## src/rtl/i2s_capture_ctrl.sv

```systemverilog
`default_nettype none
// ============================================================================
//  Module      : i2s_capture_ctrl
//  Description : Single-session capture sequencer for the EF_I2S receiver.
//                Enables the I2S clock generator, flushes the receive FIFO,
//                optionally waits for the averaging flag, then moves exactly
//                cfg_len samples from the FIFO to a word memory (req/gnt).
//  Revision    : 1.0 - initial release
// ============================================================================
module i2s_capture_ctrl #(
  parameter int DW     = 32,
  parameter int BUF_AW = 10
) (
  input  logic              clk,
  input  logic              rst,
  input  logic              start_i,
  input  logic              abort_i,
  input  logic              cfg_trig_en_i,
  input  logic [BUF_AW-1:0] cfg_len_i,
  output logic              i2s_en_o,
  output logic              fifo_flush_o,
  output logic              fifo_rd_o,
  input  logic              fifo_empty_i,
  input  logic              fifo_full_i,
  input  logic [DW-1:0]     fifo_rdata_i,
  input  logic              avg_flag_i,
  output logic              mem_req_o,
  output logic [BUF_AW-1:0] mem_addr_o,
  output logic [DW-1:0]     mem_wdata_o,
  input  logic              mem_gnt_i,
  output logic              busy_o,
  output logic              done_o,
  output logic              overrun_o,
  output logic [BUF_AW:0]   wr_count_o
);

  // Session length used when cfg_len is 0 (the whole buffer).
  localparam logic [BUF_AW:0] c_max_len = {1'b1, {BUF_AW{1'b0}}};

  typedef enum logic [2:0] {
    S_IDLE    = 3'd0,
    S_FLUSH   = 3'd1,
    S_ARMED   = 3'd2,
    S_CAPTURE = 3'd3,
    S_DONE    = 3'd4
  } state_t;

  state_t              state_q, state_d;
  logic [BUF_AW-1:0]   len_q, len_d;
  logic                trig_q, trig_d;
  logic                mem_req_q, mem_req_d;
  logic [BUF_AW-1:0]   mem_addr_q, mem_addr_d;
  logic [DW-1:0]       mem_wdata_q, mem_wdata_d;
  logic [BUF_AW:0]     wr_count_q, wr_count_d;
  logic                overrun_q, overrun_d;

  logic                w_accept;   // start taken in IDLE
  logic                w_gnt;      // write accepted this cycle
  logic [BUF_AW:0]     w_cnt_after;
  logic [BUF_AW:0]     w_target;
  logic                w_load;     // pop FIFO head into the write register
  logic                w_last;     // gnt that completes the session

  assign w_accept    = (state_q == S_IDLE) & start_i & ~abort_i;
  assign w_gnt       = mem_req_q & mem_gnt_i;
  assign w_cnt_after = wr_count_q + {{BUF_AW{1'b0}}, w_gnt};
  assign w_target    = (len_q == '0) ? c_max_len : {1'b0, len_q};
  // A sample is only loaded if the write slot frees up this cycle and more
  // writes are still owed once the in-flight gnt is accounted for. Abort
  // suppresses loading so no sample is popped and then dropped.
  assign w_load      = (state_q == S_CAPTURE) & ~abort_i & ~fifo_empty_i &
                       (~mem_req_q | mem_gnt_i) & (w_cnt_after < w_target);
  assign w_last      = (state_q == S_CAPTURE) & w_gnt & (w_cnt_after == w_target);

  // State register.
  always_ff @(posedge clk) begin
    if (rst) state_q <= S_IDLE;
    else     state_q <= state_d;
  end

  // Next-state logic; abort overrides every non-IDLE transition.
  always_comb begin
    state_d = state_q;
    case (state_q)
      S_IDLE:    if (w_accept)   state_d = S_FLUSH;
      S_FLUSH:   state_d = trig_q ? S_ARMED : S_CAPTURE;
      S_ARMED:   if (avg_flag_i) state_d = S_CAPTURE;
      S_CAPTURE: if (w_last)     state_d = S_DONE;
      S_DONE:    state_d = S_IDLE;
      default:   state_d = S_IDLE;
    endcase
    if (abort_i && (state_q != S_IDLE)) state_d = S_IDLE;
  end

  // Datapath next values: session config, write port, counters, overrun.
  always_comb begin
    len_d       = len_q;
    trig_d      = trig_q;
    mem_addr_d  = mem_addr_q;
    mem_wdata_d = mem_wdata_q;
    wr_count_d  = wr_count_q;
    overrun_d   = overrun_q;
    if (w_accept) begin
      len_d      = cfg_len_i;
      trig_d     = cfg_trig_en_i;
      mem_addr_d = '0;
      wr_count_d = '0;
      overrun_d  = 1'b0;
    end
    if (w_gnt) begin
      mem_addr_d = mem_addr_q + 1'b1;
      wr_count_d = w_cnt_after;
    end
    if (w_load) mem_wdata_d = fifo_rdata_i;
    // Request stays up while ungranted; abort or leaving CAPTURE drops it.
    mem_req_d = w_load | (mem_req_q & ~mem_gnt_i);
    if (abort_i || (state_q != S_CAPTURE)) mem_req_d = 1'b0;
    if (((state_q == S_ARMED) || (state_q == S_CAPTURE)) && fifo_full_i)
      overrun_d = 1'b1;
  end

  // Datapath registers.
  always_ff @(posedge clk) begin
    if (rst) begin
      len_q       <= '0;
      trig_q      <= 1'b0;
      mem_req_q   <= 1'b0;
      mem_addr_q  <= '0;
      mem_wdata_q <= '0;
      wr_count_q  <= '0;
      overrun_q   <= 1'b0;
    end else begin
      len_q       <= len_d;
      trig_q      <= trig_d;
      mem_req_q   <= mem_req_d;
      mem_addr_q  <= mem_addr_d;
      mem_wdata_q <= mem_wdata_d;
      wr_count_q  <= wr_count_d;
      overrun_q   <= overrun_d;
    end
  end

  assign i2s_en_o     = (state_q == S_ARMED) | (state_q == S_CAPTURE);
  assign fifo_flush_o = (state_q == S_FLUSH);
  assign fifo_rd_o    = w_load |
                        ((state_q == S_ARMED) & ~fifo_empty_i & ~abort_i);
  assign busy_o       = (state_q != S_IDLE);
  assign done_o       = (state_q == S_DONE);
  assign mem_req_o    = mem_req_q;
  assign mem_addr_o   = mem_addr_q;
  assign mem_wdata_o  = mem_wdata_q;
  assign wr_count_o   = wr_count_q;
  assign overrun_o    = overrun_q;

endmodule
`default_nettype wire

```

## config.mk

```make
export PLATFORM = sky130hd
export DESIGN_NAME = i2s_capture_ctrl
export DESIGN_NICKNAME = d
export VERILOG_FILES = /design/src/rtl/i2s_capture_ctrl.sv
export SDC_FILE = /design/constraint.sdc
export NUM_CORES = 1
export LEC_CHECK = 0
export CAP_MARGIN = 0
export CORE_ASPECT_RATIO = 0.8
export CORE_MARGIN = 3
export CORE_UTILIZATION = 40
export DETAILED_ROUTE_END_ITERATION = 7
export DONT_BUFFER_PORTS = 1
export GPL_TIMING_DRIVEN = 0
export PLACE_DENSITY = 0.56
export SLEW_MARGIN = 20
export SYNTH_ARGS = -nofsm -noshare
export SYNTH_HDL_FRONTEND = slang
export SYNTH_SLANG_ARGS = --single-unit
```

## constraint.sdc

```tcl
create_clock -name clk -period 6.4 [get_ports clk]
set_input_delay 1.28 -clock clk [delete_from_list [all_inputs] [get_ports clk]]
set_output_delay 1.28 -clock clk [all_outputs]
set_load 0.005 [all_outputs]
```

* After elaboration in Yosys (flattened, before gate mapping)
Cells that the tools add are included.
** Storage, ports and cells
- Word-level logic and storage cells :: 64
- Register bits :: 69
- Input bits :: 51
- Output and inout bits :: 60
** Cells by class
- Bitwise gates (word level) :: 20
- Magnitude comparators :: 1
- Reductions and logical operators :: 12
- Mux-type cells :: 12
- Equal/unequal tests :: 9
- $add $sub $neg :: 2
** Operators by type and width (number)
- two-way mux 11 bit :: 3
- two-way mux 10 bit :: 2
- bitwise AND 1 bit :: 12
- one-hot mux 3 bit (4 select lines) :: 1
- adder 11 x 1 -> 11 bit :: 1
- == test 11 bit :: 1
- < comparator 11 bit :: 1
- adder 10 x 1 -> 10 bit, second input constant :: 1
- zero test 10 bit :: 1
- two-way mux 3 bit :: 3
- == test 3 x 2 -> 1 bit, second input constant :: 2
- inequality test 2 bit, second input constant :: 3
- inverter 1 bit :: 4
- OR 1 bit :: 4
- nonzero test 2 bit :: 2
- OR reduction 2 bit :: 2
- == test 3 x 1 -> 1 bit, second input constant :: 1
- == test 3 bit, second input constant :: 1
- zero test 3 bit :: 1
- two-way mux 1 bit :: 3
- inequality test 3 x 2 -> 1 bit, second input constant :: 1
- AND reduction 3 bit :: 1
- nonzero test 3 bit :: 1
- logical AND 1 bit :: 2
- logical OR 1 bit :: 2

* Depth between registers and ports, before layout
- Depth after elaboration :: 6
- Mapped depth :: 16
- Gate-level depth less buffers :: 14

* Least setup slack after synthesis
No wires, ideal clock.
- Kind :: input-to-output
- Start point :: input port mem_gnt_i
- End point :: output port fifo_rd_o
- Data arrival time :: 4.016 ns
- Buffers on the path :: 1
- Stages :: 15
- Data required time :: 5.120 ns
- Slack :: 1.104 ns
- Path through :: nand2_1 -> inv_1 -> clkbuf_1 -> ha_1 -> ha_1 -> nand3_1 -> nor2_2 -> nand3_1 -> xnor2_1 -> ha_1 -> a21oi_1 -> nor2_1 -> nor4_4 -> nand2_1 -> nand2_1
** Between the ends
- Cells in the longest elaborated chain, start to end :: 5
- Elaborated cells between the ends (all ways) :: 7
- Classes of those cells :: 1 x add/sub; 1 x order compare; 5 x bitwise
** Ends and longest elaborated chain
- start, declared :: line 30 : input logic mem_gnt_i,
- bitwise AND 1 bit :: line 65 : assign w_gnt = mem_req_q & mem_gnt_i;
- adder 11 x 1 -> 11 bit :: line 66 : assign w_cnt_after = wr_count_q + {{BUF_AW{1'b0}}, w_gnt};
- < comparator 11 bit :: line 72 : (~mem_req_q | mem_gnt_i) & (w_cnt_after < w_target);
- bitwise AND 1 bit (*) :: line 72
- OR 1 bit (*) :: line 145 : assign fifo_rd_o = w_load |
- end, declared :: line 22 : output logic fifo_rd_o,
Mark *: on every way between the ends. The rest lies on a longest branch, timed or not.

* Worst setup path in the final report
Ends and elaborated chain as after synthesis.

==> impl_results.md <==
* Period utilization at 92.5%
* Die Area at 0.00955 mm²
* Synth area leader: dfxtp_1
* Post-DR vias/cell at 5.61
* Synthesized area per cell at 8.04 µm²
* Yosys top cell area share at 41.1%
* DR vias at 3036
* Synth cell types at 45
* Status: completed
* Postcts setup bufs at 0
* Setup TNS at 0 ns
* CP bufs+invs at 1
* Mux share of post-synthesis cell area at 0.335%
* Starting Density at 41.7%
* Crit path kind: in -> out
* GP Congestion at 0.822
* Total gr overflow at 0
* Post-route cell area at 0.00367 mm²
* Critical Path AT at 4.64 ns
* Skew-Pair Late Insertion Delay at 0.34 ns
* Ys async rst share at 0%
* Count leader, synth: dfxtp_1
* Fill count at 858
* CTS max path bufs at 2
* CTS sink cnt at 69
* Height of the die at 88 µm
* Final hold vios at 0
* Slew headroom at 59.4%
* Cell area after synthesis at 0.00336 mm²
* Largest net degree at the start of global routing at 14
* Post-synth EDFFs at 0
* Post-route antenna net violation count at 0
* 1st-pass router iterations at 4
* Maxcap violations at 0
* Min-delay worst type: reg -> reg
* CTS tree: done
* First-pass GRT wire length at 14300 µm
* Setup Skew at 0.0108 ns
* Synthesized flop and latch total at 69
* Critical path, cell by cell: nand2_1 -> inv_1 -> ha_1 -> ha_1 -> nand3_1 -> nor2_2 -> nand3_1 -> xnor2_1 -> ha_1 -> a21oi_1 -> nor2_1 -> nor4_4 -> nand2_1 -> nand2_1
* Pwr/cell area at 235 mW/mm²
* Post-Synth Adder-Cell Area at 5.58%
* Net count after synthesis at 484
* Least-Margin Pin Slew at 0.607 ns
* Initial DRC Count at 198
* Dpl cell area at 0.00350 mm²
* Vias in the first global route at 2798
* CP max FO at 18
* Fin nets at 494
* Rows at 29
* Crit path time final at 5.92 ns
* Proportion of layout cells with a drive suffix above 1 at 10.2%
* CP startpoint kind: primary input
* Required @ worst endpoint at 5.12 ns
* Core Area at 0.00806 mm²
* Hold Buf Count CTS at 0
* CTS Root Cell: clkbuf_8
* Post-synth top cells: 69 x dfxtp_1, 63 x a21oi_1, 45 x nand2_1
* Antenna Cells at 0
* Endpoints failing setup at 0
* Routed WL at 9160 µm
* RSZ-0062 raised after global routing: no
* CP max-delay cell: inv_1
* Worst-path clk slew at 0.08 ns
* Port Buf Inserts at 0
* Area contributors post-synth: dfxtp_1 41%, a21oi_1 9.4%, nand3_1 6.6%, ha_1 5.6%, nand2_1 5.0%
* Critical Path End Type: output pin
* Drc violations at 0
* Htree depth at 3
* VDD IR max at 0.114 mV
* Crit path max-delay family: simple AND/OR/NAND/NOR gates
* Ys flop type: dfxtp_1
* Initial antenna violation count at 0
* Max Slew Vio Count at 0
* Synth Area in XOR/XNOR at 2.34%
* Largest family of logic cells by synthesized area: simple AND/OR/NAND/NOR gates
* Hpwl dp at 6760 µm
* CTS Buf Count at 9
* Wirelength per Cell at 16.9 µm
* Post-Syn Instances at 418
* Die Width at 109 µm
* Aggregate global-route resource usage at 19.3%
* Area delta synth->final at 9.12%
* Post-synthesis sequential area ratio at 41.1%
* Worst path max stage delay at 0.50 ns
* Post-synthesis compound-gate area fraction at 22.1%
* F_max at 169 MHz
* Warning count from the yosys run at 0
* Leak Pwr at 1.22 nW
* CTS resizes at 0
* Simple-gate portion of the synthesized area at 22.3%
* Layout Utilization at 45.5%
* I/O pin count at 111
## sequential cells by signal, indices dropped and copies added (netlist names)
signal / flops
len_q: 10
mem_wdata_o: 32
trig_q: 1
mem_req_o: 1
mem_addr_o: 10
state_q: 3
wr_count_o: 11
overrun_o: 1
## power breakdown
part           internal [mW]  switching (mW)
Clock                  0.141           0.180
Combinational         0.0290          0.0747
Sequential             0.435         0.00403
## metrics by stage
step	hold WS [ns]	setup slack [ns]	power (mW)	cells
after floorplan	0.433	1.10	0.524	418
after global placement	0.447	0.223	0.552	526
after detailed placement	0.453	0.204	0.553	526
after CTS	0.464	0.190	0.877	542
after global routing	0.493	0.0108	0.910	541
final	0.459	0.482	0.863	541
## worst register-to-register path, stage by stage, from the launching register on
cell and delay (ns):
dfxtp_1 0.40, nand2_1 0.22, inv_1 0.50, ha_1 0.30, ha_1 0.24, nand3_1 0.20, nor2_2 0.32, xor2_1 0.20
ha_1 0.28, a21oi_1 0.14, o21ai_0 0.13, o21bai_1 0.52, clkbuf_1 0.42, nand3_1 0.13, a21oi_1 0.17
## area by class of cell
cell class,count,area (µm²),area share [%]
multi-input combinational,305,1770,48.3
sequential,69,1380,37.7
buffer,30,156,4.26
tap,108,135,3.68
clock buffer,9,124,3.38
clock inverter,7,51.3,1.40
inverter,13,48.8,1.33
## path summary, 6_finish.rpt
path / from / end / slack, ns / cells past startpoint
setup / recovery: mem_gnt_i / fifo_rd_o / 0.48 / 14
hold reg to reg: len_q[9]$_SDFFE_PP0P_ / len_q[9]$_SDFFE_PP0P_ / 0.46 / 2
hold / removal: len_q[9]$_SDFFE_PP0P_ / len_q[9]$_SDFFE_PP0P_ / 0.46 / 2
setup reg to reg: mem_req_o$_SDFF_PP0_ / mem_wdata_o[28]$_SDFFE_PP0P_ / 2.19 / 14
## routing by layer
| metal | GRT usage [%] | up-vias | wire, µm |
|---|---|---|---|
| met5 | 0 | - | 0 |
| met4 | 5.85 | 0 | 122 |
| met3 | 5.60 | 11 | 666 |
| met2 | 27.7 | 84 | 4020 |
| met1 | 27.8 | 1426 | 4350 |
| li1 | - | 1515 | - |
## placed cells by master (no fill, tap or decap), types with 2 or more instances in the layout
cell,synthesis,layout
a2111oi_0,2,2
a21oi_1,63,63
a22oi_1,3,3
a311oi_1,5,5
a31oi_1,3,3
a41oi_1,2,2
and2_1,2,2
and3_1,3,3
buf_1,3,3
buf_2,8,8
buf_6,4,4
clkbuf_1,15,14
clkbuf_8,0,9
clkinvlp_4,0,5
dfxtp_1,69,69
ha_1,15,15
inv_1,13,13
nand2_1,45,45
nand2b_1,2,2
nand3_1,44,44
nand3b_1,2,2
nand4_1,3,3
nor2_1,22,22
nor3_1,3,3
nor4_1,7,7
o21ai_0,18,18
o21ai_1,29,29
o21ai_2,2,2
or2_2,2,2
or3_1,4,4
or3_4,2,2
xnor2_1,7,7
xor2_1,2,2
## kinds of logic (layout without fill, tap and decap cells)
kind of cell,Yosys count,in the layout
AO/OA/AOI/OAI,132,132
XOR/XNOR,9,9
buffers and inverters,44,59
multiplexers,1,1
AND/OR/NAND/NOR,148,148
flip-flops,69,69
adder cells (fa/ha/maj),15,15
(Power assumes the default switching activity.)
